File: config.mk
export PLATFORM = sky130hd
export DESIGN_NAME = mem_burst_tester_flat
export DESIGN_NICKNAME = d
export VERILOG_FILES = /design/src/rtl/mem_burst_tester_if.sv /design/src/rtl/mem_burst_tester.sv /design/src/flat_wrapper.sv
export SDC_FILE = /design/constraint.sdc
export NUM_CORES = 1
export LEC_CHECK = 0
export CAP_MARGIN = 20
export CORE_MARGIN = 2
export CORE_UTILIZATION = 45
export CTS_BUF_LIST = sky130_fd_sc_hd__clkbuf_16
export CTS_CLUSTER_SIZE = 30
export DETAILED_ROUTE_END_ITERATION = 16
export GPL_ROUTABILITY_DRIVEN = 0
export HOLD_SLACK_MARGIN = 0.1
export PLACE_DENSITY = 0.77
export REMOVE_ABC_BUFFERS = 1
export SYNTH_ARGS = -nofsm -noshare
export SYNTH_HDL_FRONTEND = slang
export SYNTH_SLANG_ARGS = --single-unit
File: constraint.sdc
create_clock -name ACLK -period 5.65 [get_ports ACLK]
set_input_delay 1.695 -clock ACLK [delete_from_list [all_inputs] [get_ports ACLK]]
set_output_delay 1.695 -clock ACLK [all_outputs]
set_load 0.05 [all_outputs]
File: src/rtl/mem_burst_tester_if.sv
// Burst bus between the DDR traffic generator (master) and the AXI burst bridge (slave).
// A request level stays high, with its address stable, until the matching one-cycle finish pulse;
// a data strobe (wr_burst_data_req / rd_burst_data_valid) moves exactly one beat in the cycle it is high.
interface mem_burst_tester_if;
  logic        wr_burst_req;
  logic [9:0]  wr_burst_len;
  logic [31:0] wr_burst_addr;
  logic        wr_burst_data_req;
  logic [63:0] wr_burst_data;
  logic        wr_burst_finish;
  logic        rd_burst_req;
  logic [9:0]  rd_burst_len;
  logic [31:0] rd_burst_addr;
  logic        rd_burst_data_valid;
  logic [63:0] rd_burst_data;
  logic        rd_burst_finish;

  modport master (
    output wr_burst_req, wr_burst_len, wr_burst_addr, wr_burst_data,
    input  wr_burst_data_req, wr_burst_finish,
    output rd_burst_req, rd_burst_len, rd_burst_addr,
    input  rd_burst_data_valid, rd_burst_data, rd_burst_finish
  );

  modport slave (
    input  wr_burst_req, wr_burst_len, wr_burst_addr, wr_burst_data,
    output wr_burst_data_req, wr_burst_finish,
    input  rd_burst_req, rd_burst_len, rd_burst_addr,
    output rd_burst_data_valid, rd_burst_data, rd_burst_finish
  );
endinterface

File: src/rtl/mem_burst_tester.sv
// DDR traffic generator: sweeps a region with pattern write bursts, reads it back and
// checks every beat, keeping a sticky error flag and a count of completed sweeps.
module mem_burst_tester #(
  parameter int MEM_DATA_BITS = 64,
  parameter int ADDR_BITS     = 27,
  parameter int BURST_LEN     = 128,
  parameter int ADDR_LIMIT    = 4096
) (
  input  logic               ACLK,
  input  logic               ARESETN,
  input  logic [31:0]        start,
  mem_burst_tester_if.master bus,
  output logic               error,
  output logic [15:0]        pass_count,
  output logic               busy,
  output logic [1:0]         dbg_state
);
  localparam logic [1:0] S_IDLE = 2'd0;
  localparam logic [1:0] S_WR   = 2'd1;
  localparam logic [1:0] S_RD   = 2'd2;

  localparam logic [9:0]         BURST_BEATS = 10'(BURST_LEN);
  localparam logic [ADDR_BITS:0] BURST_STEP  = (ADDR_BITS + 1)'(BURST_LEN);
  localparam logic [ADDR_BITS:0] SWEEP_END   = (ADDR_BITS + 1)'(ADDR_LIMIT);

  logic [1:0]           state;
  logic                 start_r, start_d, armed;
  logic                 wr_req, rd_req;
  logic [ADDR_BITS-1:0] base;
  logic [9:0]           wbeat, rbeat;
  logic [31:0]          seed;

  logic                     unused_start;
  logic                     rise;
  logic [ADDR_BITS:0]       base_sum;
  logic                     sweep_done;
  logic [ADDR_BITS-1:0]     next_base;
  logic [MEM_DATA_BITS-1:0] wr_word, rd_expect;
  logic                     rd_beat_ok;
  logic [9:0]               rbeat_final;

  function automatic logic [MEM_DATA_BITS-1:0] pattern(input logic [ADDR_BITS-1:0] a,
                                                        input logic [31:0] s);
    logic [31:0] v;
    v = 32'(a) + s;
    return {v, ~v};
  endfunction

  assign unused_start = ^start[31:1];

  // A run only starts on a 0->1 of start[0] actually observed after reset, so a level
  // held high through reset does not launch a sweep.
  assign rise = start_r & ~start_d & armed;

  // One extra bit so a sweep ending exactly at 2^ADDR_BITS is still detected.
  assign base_sum   = {1'b0, base} + BURST_STEP;
  assign sweep_done = (base_sum == SWEEP_END);
  assign next_base  = sweep_done ? '0 : base_sum[ADDR_BITS-1:0];

  assign wr_word     = pattern(base + ADDR_BITS'(wbeat), seed);
  assign rd_expect   = pattern(base + ADDR_BITS'(rbeat), seed);
  assign rd_beat_ok  = bus.rd_burst_data_valid && (rbeat < BURST_BEATS);
  assign rbeat_final = rbeat + {9'd0, rd_beat_ok};

  assign bus.wr_burst_req  = wr_req;
  assign bus.wr_burst_len  = BURST_BEATS;
  assign bus.wr_burst_addr = 32'(base);
  assign bus.wr_burst_data = wr_req ? wr_word : '0;
  assign bus.rd_burst_req  = rd_req;
  assign bus.rd_burst_len  = BURST_BEATS;
  assign bus.rd_burst_addr = 32'(base);

  assign busy      = (state != S_IDLE);
  assign dbg_state = state;

  always_ff @(posedge ACLK or negedge ARESETN) begin
    if (!ARESETN) begin
      state      <= S_IDLE;
      start_r    <= 1'b0;
      start_d    <= 1'b0;
      armed      <= 1'b0;
      wr_req     <= 1'b0;
      rd_req     <= 1'b0;
      base       <= '0;
      wbeat      <= '0;
      rbeat      <= '0;
      seed       <= '0;
      error      <= 1'b0;
      pass_count <= '0;
    end else begin
      start_r <= start[0];
      start_d <= start_r;
      armed   <= armed | ~start[0];
      case (state)
        S_IDLE: begin
          if (rise) begin
            error      <= 1'b0;
            pass_count <= '0;
            seed       <= '0;
            base       <= '0;
            wbeat      <= '0;
            rbeat      <= '0;
            state      <= S_WR;
          end
        end
        S_WR: begin
          // Request stays low one cycle after each finish before the next burst.
          if (!wr_req) begin
            if (!start_r) state <= S_IDLE;
            else          wr_req <= 1'b1;
          end else begin
            if (bus.wr_burst_data_req) wbeat <= wbeat + 10'd1;
            if (bus.wr_burst_finish) begin
              wr_req <= 1'b0;
              wbeat  <= '0;
              base   <= next_base;
              if (!start_r)        state <= S_IDLE;
              else if (sweep_done) state <= S_RD;
            end
          end
        end
        S_RD: begin
          if (!rd_req) begin
            if (!start_r) state <= S_IDLE;
            else          rd_req <= 1'b1;
          end else begin
            if (bus.rd_burst_data_valid) begin
              if (!rd_beat_ok) begin
                error <= 1'b1;
              end else begin
                rbeat <= rbeat + 10'd1;
                if (bus.rd_burst_data != rd_expect) error <= 1'b1;
              end
            end
            if (bus.rd_burst_finish) begin
              if (rbeat_final != BURST_BEATS) error <= 1'b1;
              rd_req <= 1'b0;
              rbeat  <= '0;
              base   <= next_base;
              if (sweep_done) begin
                pass_count <= pass_count + 16'd1;
                seed       <= seed + 32'd1;
                state      <= start_r ? S_WR : S_IDLE;
              end else if (!start_r) begin
                state <= S_IDLE;
              end
            end
          end
        end
        default: state <= S_IDLE;
      endcase
    end
  end
endmodule

File: src/flat_wrapper.sv
// flat-port wrapper written by rule: the top's interface ports become plain ports
module mem_burst_tester_flat 
#(
  parameter int MEM_DATA_BITS = 64,
  parameter int ADDR_BITS     = 27,
  parameter int BURST_LEN     = 128,
  parameter int ADDR_LIMIT    = 4096
)
  (ACLK, ARESETN, start, error, pass_count, busy, dbg_state, bus_wr_burst_req, bus_wr_burst_len, bus_wr_burst_addr, bus_wr_burst_data, bus_wr_burst_data_req, bus_wr_burst_finish, bus_rd_burst_req, bus_rd_burst_len, bus_rd_burst_addr, bus_rd_burst_data_valid, bus_rd_burst_data, bus_rd_burst_finish);
  mem_burst_tester_if bus_i ();
  input  logic ACLK;
  input  logic ARESETN;
  input  logic [31:0] start;
  output logic error;
  output logic [15:0] pass_count;
  output logic busy;
  output logic [1:0] dbg_state;
  output wire logic [$bits(bus_i.wr_burst_req)-1:0] bus_wr_burst_req;
  output wire logic [$bits(bus_i.wr_burst_len)-1:0] bus_wr_burst_len;
  output wire logic [$bits(bus_i.wr_burst_addr)-1:0] bus_wr_burst_addr;
  output wire logic [$bits(bus_i.wr_burst_data)-1:0] bus_wr_burst_data;
  input wire logic [$bits(bus_i.wr_burst_data_req)-1:0] bus_wr_burst_data_req;
  input wire logic [$bits(bus_i.wr_burst_finish)-1:0] bus_wr_burst_finish;
  output wire logic [$bits(bus_i.rd_burst_req)-1:0] bus_rd_burst_req;
  output wire logic [$bits(bus_i.rd_burst_len)-1:0] bus_rd_burst_len;
  output wire logic [$bits(bus_i.rd_burst_addr)-1:0] bus_rd_burst_addr;
  input wire logic [$bits(bus_i.rd_burst_data_valid)-1:0] bus_rd_burst_data_valid;
  input wire logic [$bits(bus_i.rd_burst_data)-1:0] bus_rd_burst_data;
  input wire logic [$bits(bus_i.rd_burst_finish)-1:0] bus_rd_burst_finish;
  assign bus_wr_burst_req = bus_i.wr_burst_req;
  assign bus_wr_burst_len = bus_i.wr_burst_len;
  assign bus_wr_burst_addr = bus_i.wr_burst_addr;
  assign bus_wr_burst_data = bus_i.wr_burst_data;
  assign bus_i.wr_burst_data_req = bus_wr_burst_data_req;
  assign bus_i.wr_burst_finish = bus_wr_burst_finish;
  assign bus_rd_burst_req = bus_i.rd_burst_req;
  assign bus_rd_burst_len = bus_i.rd_burst_len;
  assign bus_rd_burst_addr = bus_i.rd_burst_addr;
  assign bus_i.rd_burst_data_valid = bus_rd_burst_data_valid;
  assign bus_i.rd_burst_data = bus_rd_burst_data;
  assign bus_i.rd_burst_finish = bus_rd_burst_finish;
  mem_burst_tester #(.MEM_DATA_BITS(MEM_DATA_BITS), .ADDR_BITS(ADDR_BITS), .BURST_LEN(BURST_LEN), .ADDR_LIMIT(ADDR_LIMIT)) u_core (.ACLK(ACLK), .ARESETN(ARESETN), .start(start), .bus(bus_i), .error(error), .pass_count(pass_count), .busy(busy), .dbg_state(dbg_state));
endmodule
==> flow_summary.toml <==
[sta]
tightest_slew_ns = 0.817
drv_slew = 0
finalCriticalPeriod_ns = 6.09
setup_tns_ns = -6.80
rsz0062_at_grt = "true"
slew_headroom_pct = 45.6
clock_skew_ns = 0.0122
hold_violations = 0
finalCritPeriodShare_pct = 108
fmax_mhz = 164
finalSetupViolations = 27
setup_ws_ns = -0.439

[synth]
ys_types = 83
synthArstFlopShare_pct = 100
synth_flop_cell = "dfrtp_1"
synth.most_common_cell = "nor2_1"
ys_warn_count = 0
ys_top_cells_by_count = "nor2_1, nand2_1, dfrtp_1"
yosys.area.top_type_share_pct = 22.2
synth_cells = 1401
netlist_area_um2 = 10800
synth.area.top_cells = "dfrtp_1, ha_1, xnor2_1"
synth_top_area_cell = "dfrtp_1"
ys_ff_latch = 96
syn_area_per_cell_um2 = 7.72
yosysSeqAreaShare_pct = 22.2
synth_edf_count = 0

[worst_setup_path]
crit_fanout = 3
slowest_stage = "dfrtp_1"
path_buf_inv = 2
cp.arrival_ns = 4.39
worstPathRequired_ns = 3.95
start_kind = "flip-flop"
cp_cell_sequence = "ha_4 -> a21oi_4 -> o21bai_4 -> buf_6 -> nand3_4 -> xnor2_2 -> ha_1 -> a21o_1 -> a21o_1 -> a2111oi_4 -> a21boi_4 -> o31ai_4 -> a41oi_2 -> o21a_1 -> o21bai_1 -> a21oi_2 -> xnor2_2 -> and2_4 -> buf_12"
critPathKind = "reg -> out"
max_stage_delay_ns = 0.41
worst_setup_path_end_kind = "primary output"
cp_top_family = "compound AO/OA/AOI/OAI gates"

[cts]
cts.sinks = 96
clk_pin_slew_ns = 0.07
cts_root_buf = "clkbuf_16"
cts.hold.buffers_added = 0
cts_tree = "built"
h-tree-depth = 3
cts_buffers = 9
clkLatencyLatePin_ns = 0.36
clockBufferDepth = 2

[route]
viasPerCell = 5.65
via_count = 10900
wl_per_cell_um = 17.4
ant_nets = 0
drc = 0
drt-total-wl_mm = 33.6
drt_first_pass_iters = 7
drtIter0Drc = 877

[power_and_ir_drop]
seqPwrFrac_pct = 21.4
p_comb_share_pct = 61.5
internal_power_mw = 1.75
clkPwrFrac_pct = 17.1
leakagePower_nw = 6.40
swShare_pct = 50.3
vdd_drop_max_v = 0.000335
p_per_area_nw_per_um2 = 244
switchingPower_mw = 1.77

[place]
portBuffers = 196
hpwlAfterDp_mm = 24.1
dpl_worst_slack_ns = -0.309
place_area_um2 = 13300

[cells_and_area]
fin_nets = 1780
synthToLayoutAreaGrowth_pct = 33.6
fin_area_um2 = 14500
drive_above_1_share_pct = 16.2
diodes = 0
nFillCells = 1909

[floorplanning]
num_io_pins = 272
fp.dieW_um = 159
rows = 56
die-area_um2 = 25300
die_h_um = 159
coreArea_um2 = 23500
initial_core_util_pct = 46.0

[global_routing]
grt_max_degree = 64
grt_pass1_vias = 10200
grt_pass1_wl_mm = 50.9
grt_overflow = 0
antenna_found_initial = 0
grt_use_total_pct = 24.0

[min_path]
hp-class = "reg -> reg"

[run]
drv_cap = 0

[status]
outcome = "finished with violations"
violations = "setup timing"
-- power groups by stage --
stage / sequential, mW / clock [mW] / combinational [mW]
4_1_cts: 0.754 / 0.609 / 2.14
3_3_place_gp: 0.766 / 0 / 2.09
5_1_grt: 0.759 / 0.637 / 2.29
3_5_place_dp: 0.767 / 0 / 2.12
2_1_floorplan: 0.883 / 0 / 1.15
6_report: 0.756 / 0.603 / 2.17
-- cell usage in the layout, fill, tap and decap left out, drive strengths merged, types with 5 or more instances in the layout --
cell type      synthesis  layout
clkdlybuf4s50          0     154
nand2                139     139
xor2                  62      62
o21bai                 8       8
clkinv                 2       5
nand4                 26      26
and3                  22      22
nor3                  16      16
dfrtp                 96      96
clkbuf                53      10
mux2i                 32      32
o31ai                 15      15
ha                    75      75
conb                   2      44
buf                   82     124
a2111oi                7       7
inv                   41      45
and2                  41      41
nor3b                 13      13
a21oi                 81      81
or2                    5       5
o21a                  12      12
nand2b                26      26
nor2b                 36      36
a31oi                  7       7
a211oi                 8       8
or3                   13      13
nand3                 56      56
a211o                  5       5
nor4                   8       8
o211ai                 6       6
a21o                  23      23
o21ai                 67      67
and4                   6       6
nor2                 153     153
xnor2                 93      93
o22ai                  8       8
-- through the flow --
stage	hold slack, ns	instances	utilization (%)	total power, mW
after floorplan	0.435	1308	-	2.03
after global placement	0.454	1885	56.7	2.86
after detailed placement	0.456	1885	56.7	2.88
after CTS	0.474	1921	59.6	3.50
after global routing	0.508	1925	61.4	3.69
final	0.469	1925	61.4	3.52
-- metal layers --
| layer | up-vias | routed length, µm | track usage (%) |
|---|---|---|---|
| met4 | 0 | 1170 | 9.09 |
| met2 | 460 | 15800 | 39.1 |
| met5 | - | 0 | 0 |
| met1 | 5183 | 14500 | 33.0 |
| li1 | 5162 | - | - |
| met3 | 76 | 2120 | 2.50 |
-- sequential cells by signal (all words and copies together), names as in the netlist --
register	cells
u_core.wbeat	10
u_core.start_r	1
u_core.error	1
u_core.bus.wr_burst_req	1
u_core.seed	32
u_core.dbg_state	2
u_core.start_d	1
u_core.bus.rd_burst_req	1
u_core.rbeat	10
u_core.base	20
u_core.armed	1
u_core.pass_count	16
-- layout make-up --
type                            count  area [µm²]  area share [%]
Timing Repair Buffer              282        3000            20.7
Inverter                           43         161            1.12
Multi-Input combinational cell   1169        8220            56.8
Clock inverter                      7        61.3           0.424
Tap cell                          319         399            2.76
Clock buffer                        9         225            1.56
Sequential cell                    96        2400            16.6
-- cell families after synthesis --
family,count (synthesis),synth area share (%)
AO/OA/AOI/OAI,285,17.1
XOR/XNOR,155,12.5
adder cells (fa/ha/maj),77,9.04
buffers and inverters,178,8.75
flip-flops,96,22.2
multiplexers,34,3.17
other,2,0.0694
AND/OR/NAND/NOR,574,27.1
-- timing repair --
| item | CTS | global route |
|---|---|---|
| gates resized for setup | 61 | 82 |
| setup buffers | 21 | 11 |
| pin swaps | 48 | 49 |
| endpoints found under the setup margin | 27 | 36 |
-- final timing paths --
kind                       cells after the start       startpoint                    end  slack (ns)
min                                            1     u_core.armed           u_core.armed        0.47
min in group asynchronous                      1          ARESETN           u_core.armed        1.41
max reg2reg                                   21   u_core.base[8]           u_core.error        0.20
max in group asynchronous                      2          ARESETN        u_core.base[16]        3.29
min reg2reg                                    1     u_core.armed           u_core.armed        0.47
max                                           19  u_core.wbeat[8]  bus_wr_burst_data[55]       -0.44
No activity file was read; power rests on OpenSTA's default activity.
